==> config.mk <==
export PLATFORM = sky130hd
export DESIGN_NAME = hazard_sb_ctrl
export DESIGN_NICKNAME = d
export VERILOG_FILES = /design/src/rtl/hazard_sb_ctrl_pkg.sv /design/src/rtl/hazard_sb_ctrl_scoreboard.sv /design/src/rtl/hazard_sb_ctrl.sv
export SDC_FILE = /design/constraint.sdc
export NUM_CORES = 1
export LEC_CHECK = 0
export BUFFER_PORTS_ARGS = -buffer_cell sky130_fd_sc_hd__buf_2
export CORE_ASPECT_RATIO = 0.75
export CORE_MARGIN = 4
export CORE_UTILIZATION = 45
export CTS_BUF_LIST = sky130_fd_sc_hd__clkbuf_4 sky130_fd_sc_hd__clkbuf_8
export CTS_CLUSTER_DIAMETER = 30
export DETAILED_ROUTE_END_ITERATION = 8
export MAX_ROUTING_LAYER = met4
export PLACE_DENSITY_LB_ADDON = 0.15
export REMOVE_ABC_BUFFERS = 1
export SLEW_MARGIN = 20
export SYNTH_ARGS = -nofsm -noshare
export SYNTH_HDL_FRONTEND = slang
export SYNTH_SLANG_ARGS = --single-unit
==> constraint.sdc <==
create_clock -name i_clk -period 4.6 [get_ports i_clk]
set_input_delay 0 -clock i_clk [delete_from_list [all_inputs] [get_ports i_clk]]
set_output_delay 0 -clock i_clk [all_outputs]
set_load 0.01 [all_outputs]
==> src/rtl/hazard_sb_ctrl_pkg.sv <==
// Shared types for the scoreboard hazard controller: cause codes, FSM states and a
// scoreboard counter-width helper.
package hazard_sb_ctrl_pkg;

    localparam int unsigned REGW_DEF = 5;

    typedef logic [REGW_DEF-1:0] regbits_t;

    typedef enum logic [2:0] {
        HZ_NONE,
        HZ_DATA,
        HZ_CTRL,
        HZ_MEM,
        HZ_HALT
    } hazard_t;

    typedef enum logic [1:0] {
        RUN,
        MEMWAIT,
        HALTED
    } hzstate_t;

    function automatic int unsigned cnt_width(input int unsigned wb_dist,
                                              input int unsigned load_lat);
        int unsigned max_lat;
        max_lat = (wb_dist > load_lat + 1) ? wb_dist : load_lat + 1;
        return $clog2(max_lat + 1);
    endfunction

endpackage

==> src/rtl/hazard_sb_ctrl_scoreboard.sv <==
// Per-register result-ready countdowns with one issue write port and two busy lookups.
// A source is busy while its countdown exceeds SLACK.
module hazard_sb_ctrl_scoreboard #(
    parameter int unsigned NREGS = 32,
    parameter int unsigned REGW  = 5,
    parameter int unsigned CW    = 2,
    parameter int unsigned SLACK = 0
) (
    input  logic            i_clk,
    input  logic            i_rst_n,
    input  logic            i_freeze,
    input  logic            i_issue,
    input  logic [REGW-1:0] i_wsel,
    input  logic [CW-1:0]   i_lat,
    input  logic [REGW-1:0] i_rs,
    input  logic [REGW-1:0] i_rt,
    output logic            o_rs_busy,
    output logic            o_rt_busy
);

    logic [CW-1:0] r_cnt [NREGS];

    always_ff @(posedge i_clk or negedge i_rst_n) begin
        if (!i_rst_n) begin
            for (int i = 0; i < int'(NREGS); i++) begin
                r_cnt[i] <= '0;
            end
        end else if (!i_freeze) begin
            for (int i = 0; i < int'(NREGS); i++) begin
                // Register 0 is never written, so it can never report busy.
                if (i_issue && (i_wsel == REGW'(i)) && (i != 0)) begin
                    r_cnt[i] <= i_lat;
                end else if (r_cnt[i] != '0) begin
                    r_cnt[i] <= r_cnt[i] - CW'(1);
                end
            end
        end
    end

    assign o_rs_busy = r_cnt[i_rs] > CW'(SLACK);
    assign o_rt_busy = r_cnt[i_rt] > CW'(SLACK);

endmodule

==> src/rtl/hazard_sb_ctrl.sv <==
// Scoreboard-driven stall/flush controller for the 5-stage pipeline with memory-wait FSM.
// Define HAZARD_FWD_EN for the forwarding build (only loads occupy the scoreboard).
module hazard_sb_ctrl
    import hazard_sb_ctrl_pkg::*;
#(
    parameter int unsigned NREGS    = 32,
    parameter int unsigned REGW     = 5,
    parameter int unsigned LOAD_LAT = 1,
    parameter int unsigned WB_DIST  = 3,
    parameter int unsigned CNTW     = 32
) (
    input  logic            i_clk,
    input  logic            i_rst_n,
    input  logic            i_id_valid,
    input  logic [REGW-1:0] i_id_rs,
    input  logic [REGW-1:0] i_id_rt,
    input  logic            i_id_use_rs,
    input  logic            i_id_use_rt,
    input  logic [REGW-1:0] i_id_wsel,
    input  logic            i_id_regwrite,
    input  logic            i_id_is_load,
    input  logic            i_ex_redirect,
    input  logic            i_mem_req,
    input  logic            i_dhit,
    input  logic            i_ihit,
    input  logic            i_halt,
    output logic            o_pc_en,
    output logic            o_ifid_stall,
    output logic            o_idex_stall,
    output logic            o_exmem_stall,
    output logic            o_memwb_stall,
    output logic            o_ifid_flush,
    output logic            o_idex_flush,
    output hazard_t         o_hazard,
    output logic [CNTW-1:0] o_stall_cycles
);

    localparam int unsigned CW = cnt_width(WB_DIST, LOAD_LAT);

    logic [CW-1:0] w_lat;

`ifdef HAZARD_FWD_EN
    // Consumer reaches EX one cycle after ID, where forwarded data lands.
    localparam int unsigned SLACK = 1;
    assign w_lat = i_id_is_load ? CW'(LOAD_LAT + 1) : '0;
`else
    localparam int unsigned SLACK = 0;
    logic w_unused_load;
    assign w_unused_load = i_id_is_load;
    assign w_lat         = CW'(WB_DIST);
`endif

    hzstate_t        r_state;
    logic [CNTW-1:0] r_stall_cycles;
    logic            w_halt;
    logic            w_freeze;
    logic            w_data;
    logic            w_issue;
    logic            w_rs_busy;
    logic            w_rt_busy;
    logic            w_any;

    assign w_halt   = (r_state == HALTED) || i_halt;
    assign w_freeze = ((r_state == MEMWAIT) || i_mem_req) && !i_dhit;
    assign w_data   = i_id_valid && ((i_id_use_rs && w_rs_busy) || (i_id_use_rt && w_rt_busy));
    assign w_issue  = i_id_valid && !w_data && !i_ex_redirect && !w_freeze && !w_halt &&
                      i_id_regwrite && (i_id_wsel != '0);

    hazard_sb_ctrl_scoreboard #(
        .NREGS (NREGS),
        .REGW  (REGW),
        .CW    (CW),
        .SLACK (SLACK)
    ) u_scoreboard (
        .i_clk     (i_clk),
        .i_rst_n   (i_rst_n),
        .i_freeze  (w_freeze || w_halt),
        .i_issue   (w_issue),
        .i_wsel    (i_id_wsel),
        .i_lat     (w_lat),
        .i_rs      (i_id_rs),
        .i_rt      (i_id_rt),
        .o_rs_busy (w_rs_busy),
        .o_rt_busy (w_rt_busy)
    );

    always_ff @(posedge i_clk or negedge i_rst_n) begin
        if (!i_rst_n) begin
            r_state <= RUN;
        end else if (i_halt) begin
            r_state <= HALTED;
        end else begin
            case (r_state)
                RUN:     if (i_mem_req && !i_dhit) r_state <= MEMWAIT;
                MEMWAIT: if (i_dhit) r_state <= RUN;
                HALTED:  r_state <= HALTED;
                default: r_state <= RUN;
            endcase
        end
    end

    // Priority: HALT > MEM freeze > control redirect > data hazard > fetch bubble.
    always_comb begin
        o_pc_en       = 1'b0;
        o_ifid_stall  = 1'b0;
        o_idex_stall  = 1'b0;
        o_exmem_stall = 1'b0;
        o_memwb_stall = 1'b0;
        o_ifid_flush  = 1'b0;
        o_idex_flush  = 1'b0;
        o_hazard      = HZ_NONE;
        if (!i_rst_n) begin
            o_hazard = HZ_NONE;
        end else if (w_halt || w_freeze) begin
            o_ifid_stall  = 1'b1;
            o_idex_stall  = 1'b1;
            o_exmem_stall = 1'b1;
            o_memwb_stall = 1'b1;
            o_hazard      = w_halt ? HZ_HALT : HZ_MEM;
        end else if (i_ex_redirect) begin
            o_pc_en      = 1'b1;
            o_ifid_flush = 1'b1;
            o_idex_flush = 1'b1;
            o_hazard     = HZ_CTRL;
        end else if (w_data) begin
            o_ifid_stall = 1'b1;
            o_idex_flush = 1'b1;
            o_hazard     = HZ_DATA;
        end else if (!i_ihit) begin
            o_ifid_flush = 1'b1;
        end else begin
            o_pc_en = 1'b1;
        end
    end

    assign w_any = o_ifid_stall || o_idex_stall || o_exmem_stall || o_memwb_stall ||
                   o_ifid_flush || o_idex_flush;

    always_ff @(posedge i_clk or negedge i_rst_n) begin
        if (!i_rst_n) begin
            r_stall_cycles <= '0;
        end else if (w_any && !w_halt && (r_stall_cycles != {CNTW{1'b1}})) begin
            r_stall_cycles <= r_stall_cycles + CNTW'(1);
        end
    end

    assign o_stall_cycles = r_stall_cycles;

endmodule

Yosys cells after proc, flatten, opt, wreduce, memory -nomap -nowiden. Cells that the tools add are included.

Reductions and logical operators: 156. Bitwise logic cells: 3. Muxes and demuxes: 96. Order comparisons: 4. Add/subtract/negate cells: 33. Equality and inequality tests: 36.

Operators with widths (count): $mux W2 (70); $reduce_bool A2 Y1 (63); $eq A5 B5 Y1 const B (16); $reduce_and A2 Y1 (33); $sub A2 B1 Y2 const B (32); $logic_and A1 B1 Y1 (44); $eq A5 B4 Y1 const B (8); $add A32 B1 Y32 const B (1); $ne A32 B32 Y1 const B (1); $bmux W2 S5 (2); $eq A5 B3 Y1 const B (4); $mux W1 (20); $ge A6 B6 Y1 const B (2); $not A5 Y6 (2); $eq A5 B2 Y1 const B (2); $logic_or A1 B1 Y1 (9); $mux W3 (3); $ne A3 B3 Y1 const B (2); $pmux W2 S3 (1); $eq A5 B1 Y1 const B (1); $logic_not A1 Y1 (5); $reduce_bool A5 Y1 (1); $gt A2 B1 Y1 const B (2); $eq A2 B1 Y1 const B (1); 3 further kinds (3).

Register bits after elaboration: 98.

Depth between registers and ports, before layout.
Depth after elaboration: 19. Mapped depth: 11.

Modules after synthesis. A second synthesis with hierarchy kept.

Cell total of the unflattened synthesis: 804. Area total of the unflattened synthesis: 6646.4 sq um.

By module, submodules not included: hazard_sb_ctrl_scoreboard (sequential area each 1601.5 sq um, cells each 622, instances 1, area an instance 4844.6 sq um); hazard_sb_ctrl (sequential area each 850.8 sq um, cells each 182, instances 1, area an instance 1801.7 sq um).

Worst setup path after synthesis. Ideal clock, no wire load.

Path type: register to register. Start point: register u_scoreboard.r_cnt[36] (netlist bit). End point: register r_stall_cycles[1] (netlist: o_stall_cycles[1]). Setup time: 0.125 ns. Setup slack: 1.965 ns. Path buffers: 1. Stages on the path, launching flop included: 9. Period minus slack after synthesis: 2.635 ns. Data required time: 4.475 ns. Arrival time: 2.510 ns. Cell sequence: dfrtp_1 -> nor3_1 -> a21oi_1 -> mux4_2 -> a22o_1 -> o41ai_4 -> a311o_2 -> buf_4 -> mux2_2.

Word-level cells in the longest chain between the ends: 18.

RTL lines: from (decl) (line hazard_sb_ctrl_scoreboard.sv:21) `logic [CW-1:0] r_cnt [NREGS];`; from (signal, indexed assignment) (line hazard_sb_ctrl_scoreboard.sv:32) `r_cnt[i] <= i_lat;`; from (signal, indexed assignment) (line hazard_sb_ctrl_scoreboard.sv:34) `r_cnt[i] <= r_cnt[i] - CW'(1);`; $bmux W2 S5, on equally long branches (line hazard_sb_ctrl_scoreboard.sv:40, hazard_sb_ctrl_scoreboard.sv:41); $mux W2, on equally long branches (2 in series) (line hazard_sb_ctrl_scoreboard.sv:40, hazard_sb_ctrl_scoreboard.sv:41); $gt A2 B1 Y1, on equally long branches (line hazard_sb_ctrl_scoreboard.sv:40, hazard_sb_ctrl_scoreboard.sv:41); $logic_and A1 B1 Y1 (line hazard_sb_ctrl.sv:65) `assign w_data = i_id_valid && ((i_id_use_rs && w_rs_busy) || (i_id_use_rt && w_rt_busy));`; $logic_or A1 B1 Y1 * (line hazard_sb_ctrl.sv:65); $logic_and A1 B1 Y1 * (line hazard_sb_ctrl.sv:65); $mux W1 (line hazard_sb_ctrl.sv:125) `end else if (w_data) begin`; $mux W1 (line hazard_sb_ctrl.sv:120) `end else if (i_ex_redirect) begin`; $mux W1 (line hazard_sb_ctrl.sv:114) `end else if (w_halt || w_freeze) begin`; $mux W1 (line hazard_sb_ctrl.sv:112) `if (!i_rst_n) begin`; $logic_or A1 B1 Y1 (4 in series) (line hazard_sb_ctrl.sv:136) `assign w_any = o_ifid_stall || o_idex_stall || o_exmem_stall || o_memwb_stall ||`; $logic_or A1 B1 Y1 * (line hazard_sb_ctrl.sv:137) `o_ifid_flush || o_idex_flush;`; $logic_and A1 B1 Y1 * (2 in series) (line hazard_sb_ctrl.sv:142) `end else if (w_any && !w_halt && (r_stall_cycles != {CNTW{1'b1}})) begin`; to (signal assigned) (line hazard_sb_ctrl.sv:143) `r_stall_cycles <= r_stall_cycles + CNTW'(1);`; to (decl) (line hazard_sb_ctrl.sv:54) `logic [CNTW-1:0] r_stall_cycles;`.

Mark *: on every way between the ends. The rest lies on a longest branch, timed or not. The select of a mux whose other input is x is not followed. A chain may end at the register's enable or synchronous reset.

Worst setup path after layout.
Start point: register u_scoreboard.r_cnt[36] (netlist bit). End point: register u_scoreboard.r_cnt[39] (netlist bit).

Word-level cells in the longest chain between the ends: 17.

RTL lines: $bmux W2 S5, on equally long branches (line hazard_sb_ctrl_scoreboard.sv:40, hazard_sb_ctrl_scoreboard.sv:41); $mux W2, on equally long branches (2 in series) (line hazard_sb_ctrl_scoreboard.sv:40, hazard_sb_ctrl_scoreboard.sv:41); $gt A2 B1 Y1, on equally long branches (line hazard_sb_ctrl_scoreboard.sv:40, hazard_sb_ctrl_scoreboard.sv:41); $logic_and A1 B1 Y1 (line hazard_sb_ctrl.sv:65); $logic_or A1 B1 Y1 * (line hazard_sb_ctrl.sv:65); $logic_and A1 B1 Y1 * (line hazard_sb_ctrl.sv:65); $logic_not A1 Y1 * (line hazard_sb_ctrl.sv:66) `assign w_issue = i_id_valid && !w_data && !i_ex_redirect && !w_freeze && !w_halt &&`; $logic_and A1 B1 Y1 * (5 in series) (line hazard_sb_ctrl.sv:66); $logic_and A1 B1 Y1 * (line hazard_sb_ctrl.sv:67) `i_id_regwrite && (i_id_wsel != '0);`; $logic_and A1 B1 Y1 * (line hazard_sb_ctrl_scoreboard.sv:31) `if (i_issue && (i_wsel == REGW'(i)) && (i != 0)) begin`; $reduce_bool A2 Y1 (no line); $reduce_and A2 Y1 (no line).

Marked as above.

==> results.txt <==
----------------------------------------------------
[Clock tree]
  Insertion delay of the later-clocked pin in the worst-skew pair ... between 300 and 400 ps
  Number of buffers inserted for hold repair after clock tree synthesis ... 4
  Number of H-tree levels ... 3
  Clock-pin transition on the worst setup and hold timing paths ... approximately 90 ps
  CTS tree ... built
  Worst-case clock buffer depth ... 2
  Number of buffers inserted during clock tree synthesis ... 9
  Clock net sink count ... 98
  Number of setup buffers added after CTS ... 0
  Buffer cell driving the clock tree root ... sky130_fd_sc_hd__clkbuf_8
  Number of instances resized during post-cts repair ... 0

[Run]
  Max-Cap Viols ... 0

[Timing]
  RSZ-0062 raised after global routing ... false
  Worst-case clock skew ... roughly 9.3 ps
  Worst Max-Slew Pin Slew ... ~860 ps
  Final-layout setup total negative slack ... 0 ps
  Max-slew violation count ... 0
  Worst setup margin ... approximately 1200 ps
  Worst slew slack as a fraction of its limit ... 0.4274
  Final hold viol count ... 0
  Final worst hold slack ... between 100 and 150 ps
  Post-route fraction of the period consumed by the critical path ... 0.7339
  Post-layout minimum cycle time ... 3376 ps
  Setup violation total in the final timing report ... 0
  Max Clk Rate ... 296.2 MHz

[Finish]
  Final Cell Area ... 6792 um2
  Layout cells sized above 1 ... 0.1805
  Number of nets in the final layout ... approximately 760
  Leading cell type in the layout, fill and taps excluded ... sky130_fd_sc_hd__dfrtp_1
  Area added between synthesis and finish ... 10.10%
  Finished Layout Cells ... between 800 and 900
  Most used cells in the layout excluding fill and tap cells ... sky130_fd_sc_hd__dfrtp_1, sky130_fd_sc_hd__inv_1, sky130_fd_sc_hd__nor2_1, sky130_fd_sc_hd__buf_2, sky130_fd_sc_hd__nand2_1
  Fillers ... ~1200
  Ant. Diodes ... 0

[Outcome]
  Outcome ... complete, no violations

[Routing]
  Final wirelength ... 14930 um
  Detailed-route DRC error count ... 0
  Pre-Repair DR Iteration Count ... 5
  Number of vias per cell after detailed routing ... 5.555
  Total number of vias ... 4888
  Detail Route Antenna Nets ... 0
  Iteration-0 DRC count of the detailed router ... between 300 and 400
  Routed wire per std cell ... between 15 and 20 um

[Yosys]
  Synthesized instance count ... ~650
  Dominant synthesized flop cell ... sky130_fd_sc_hd__dfrtp_1
  Avg Cell Area, Syn ... 9.446 um2
  Number of register bits inferred by synthesis ... 98
  Total of warnings raised by yosys ... 0
  Post-Syn Area ... roughly 6200 um2
  Cell variety after synth ... 46
  Leading cell types by total area after synthesis ... sky130_fd_sc_hd__dfrtp_1, sky130_fd_sc_hd__ha_1, sky130_fd_sc_hd__xnor2_1
  Fraction of post-synthesis cell area in the top cell type by area ... 0.3976
  EDFF count, synth ... 0
  Sequential element share of the synthesized area ... 0.3976
  Biggest area consumer among synthesized cells ... sky130_fd_sc_hd__dfrtp_1
  FFs w/ async S/R, synth ... 1.000

[Die]
  Area of the placeable core ... ~13000 um2
  Initial core utilization ... 0.4674
  Floorplan die height ... between 100 and 150 um
  Count of standard-cell rows ... 36
  Die W ... ~140 um
  Number of top-level design ports ... 69
  Die Area ... between 15000 and 20000 um2

[Worst setup path]
  Crit Path Max Fanout ... 16
  Required time of the worst setup path ... 4850 ps
  Worst EP arrival ... 3630 ps
  Type of the worst setup path ... flip-flop to flip-flop
  Crit path max-delay cell type ... sky130_fd_sc_hd__nand4b_1
  Chain of cells forming the critical path ... nor3_1, a21oi_1, mux4_2, a22o_1, nor4_2, nand4b_1, buf_4, o41ai_1
  Kind of end point of the critical path ... flip-flop
  Category of the worst setup path launch point ... flip-flop
  Kind of cell adding the most delay to the critical path ... simple AND/OR/NAND/NOR gates
  Worst stage delay on the critical path ... 600 ps
  Buf/Inv on CP ... 1

[Placement]
  Sum of net half-perimeters after detailed placement ... 10460 um
  Weighted congestion reported at the end of routability-driven placement ... about 0.8
  Setup slack at placement ... roughly 1200 ps
  Placed insts ... 860
  Instance area after placement ... approximately 6600 um2
  Port bufs ... 67

[Hold path]
  Worst hold path class ... input port to flip-flop

[Global route]
  GRT Resource Usage Total ... 0.2050
  Largest net degree at the start of global routing ... 65
  Residual overflow from global routing ... 0
  Number of global-route vias before repair ... around 4800
  Initial antenna violation count ... 0
  Wire length of the first global-routing pass ... ~24000 um

[Power and ir drop]
  Power density over cell area ... 352.5 nW/um2
  Worst voltage drop across the vdd grid ... between 0.15 and 0.2 mV
  Leakage Power ... between 0.003 and 0.004 uW

----------------------------------------------------
routing by layer:
layer / global-route usage / wire length (um) / vias up
met5: - / 0 / -
met4: 0.04749 / 144 / 0
met3: 0.04435 / 761 / 15
met2: 0.3247 / 7262 / 112
met1: 0.2728 / 6764 / 2407
li1: - / - / 2354
synth_stat cells (8+ instances only):
master and instances:
sky130_fd_sc_hd__ha_1 33, sky130_fd_sc_hd__nor3_1 24, sky130_fd_sc_hd__dfrtp_1 98, sky130_fd_sc_hd__o31ai_1 36, sky130_fd_sc_hd__nand2_1 46, sky130_fd_sc_hd__o21ai_0 31, sky130_fd_sc_hd__xnor2_1 41, sky130_fd_sc_hd__nor2_1 76
sky130_fd_sc_hd__clkbuf_1 20, sky130_fd_sc_hd__inv_1 78, sky130_fd_sc_hd__mux4_2 12, sky130_fd_sc_hd__a21oi_1 21, sky130_fd_sc_hd__xor2_1 22, sky130_fd_sc_hd__o41ai_1 18, sky130_fd_sc_hd__nor3_2 8, sky130_fd_sc_hd__nand3_1 9
final timing paths:
check / startpoint / to / slack, ps / cells after the start
setup / recovery: u_scoreboard.r_cnt[36] / u_scoreboard.r_cnt[39] / 1220 / 8
hold / removal: i_id_wsel[2] / u_scoreboard.r_cnt[30] / 100 / 2
setup reg to reg: u_scoreboard.r_cnt[36] / u_scoreboard.r_cnt[39] / 1220 / 8
hold reg to reg: o_stall_cycles[31] / o_stall_cycles[31] / 490 / 1
max in group asynchronous: i_rst_n / u_scoreboard.r_cnt[33] / 3190 / 3
min in group asynchronous: i_rst_n / o_stall_cycles[0] / 130 / 2
cells by family after synthesis:
family | share of synthesized area
DFF | 0.3976
xor gates and xnor gates | 0.08945
buffers and inverters | 0.07789
AOI/OAI and AO/OA | 0.1402
and+or+nand+nor | 0.1734
adders and majority gates | 0.06694
muxes | 0.05456
final cells by class:
| cell class | instances | area, um2 | area share |
|---|---|---|---|
| clock buffers | 12 | 158.9 | 0.02340 |
| clock inverters | 4 | 26.28 | 0.003869 |
| inverters | 78 | 292.8 | 0.04311 |
| multi-input cells | 442 | 3239 | 0.4770 |
| flip-flops and latches | 98 | 2452 | 0.3611 |
| well taps | 171 | 214.0 | 0.03150 |
| repair buffers | 75 | 407.9 | 0.06006 |
report_power, final:
group	internal, uW	switching (uW)	leakage (uW)
Clock	232	307	0.0000958
Combinational	332	346	0.00181
Sequential	1020	154	0.00117
Total	1590	807	0.00307
per-stage QoR:
step | utilization | power [uW]
final | 0.5146 | 2394
after global routing | 0.5146 | 2577
after CTS | 0.5146 | 2422
after detailed placement | 0.4975 | 1869
after global placement | 0.4975 | 1811
after floorplan | - | 1654
flip-flops by register name (all words and copies together), names as in the netlist:
| name | cells |
|---|---|
| o_stall_cycles | 32 |
| r_state | 2 |
| u_scoreboard.r_cnt | 64 |
(Power assumes the default switching activity.)
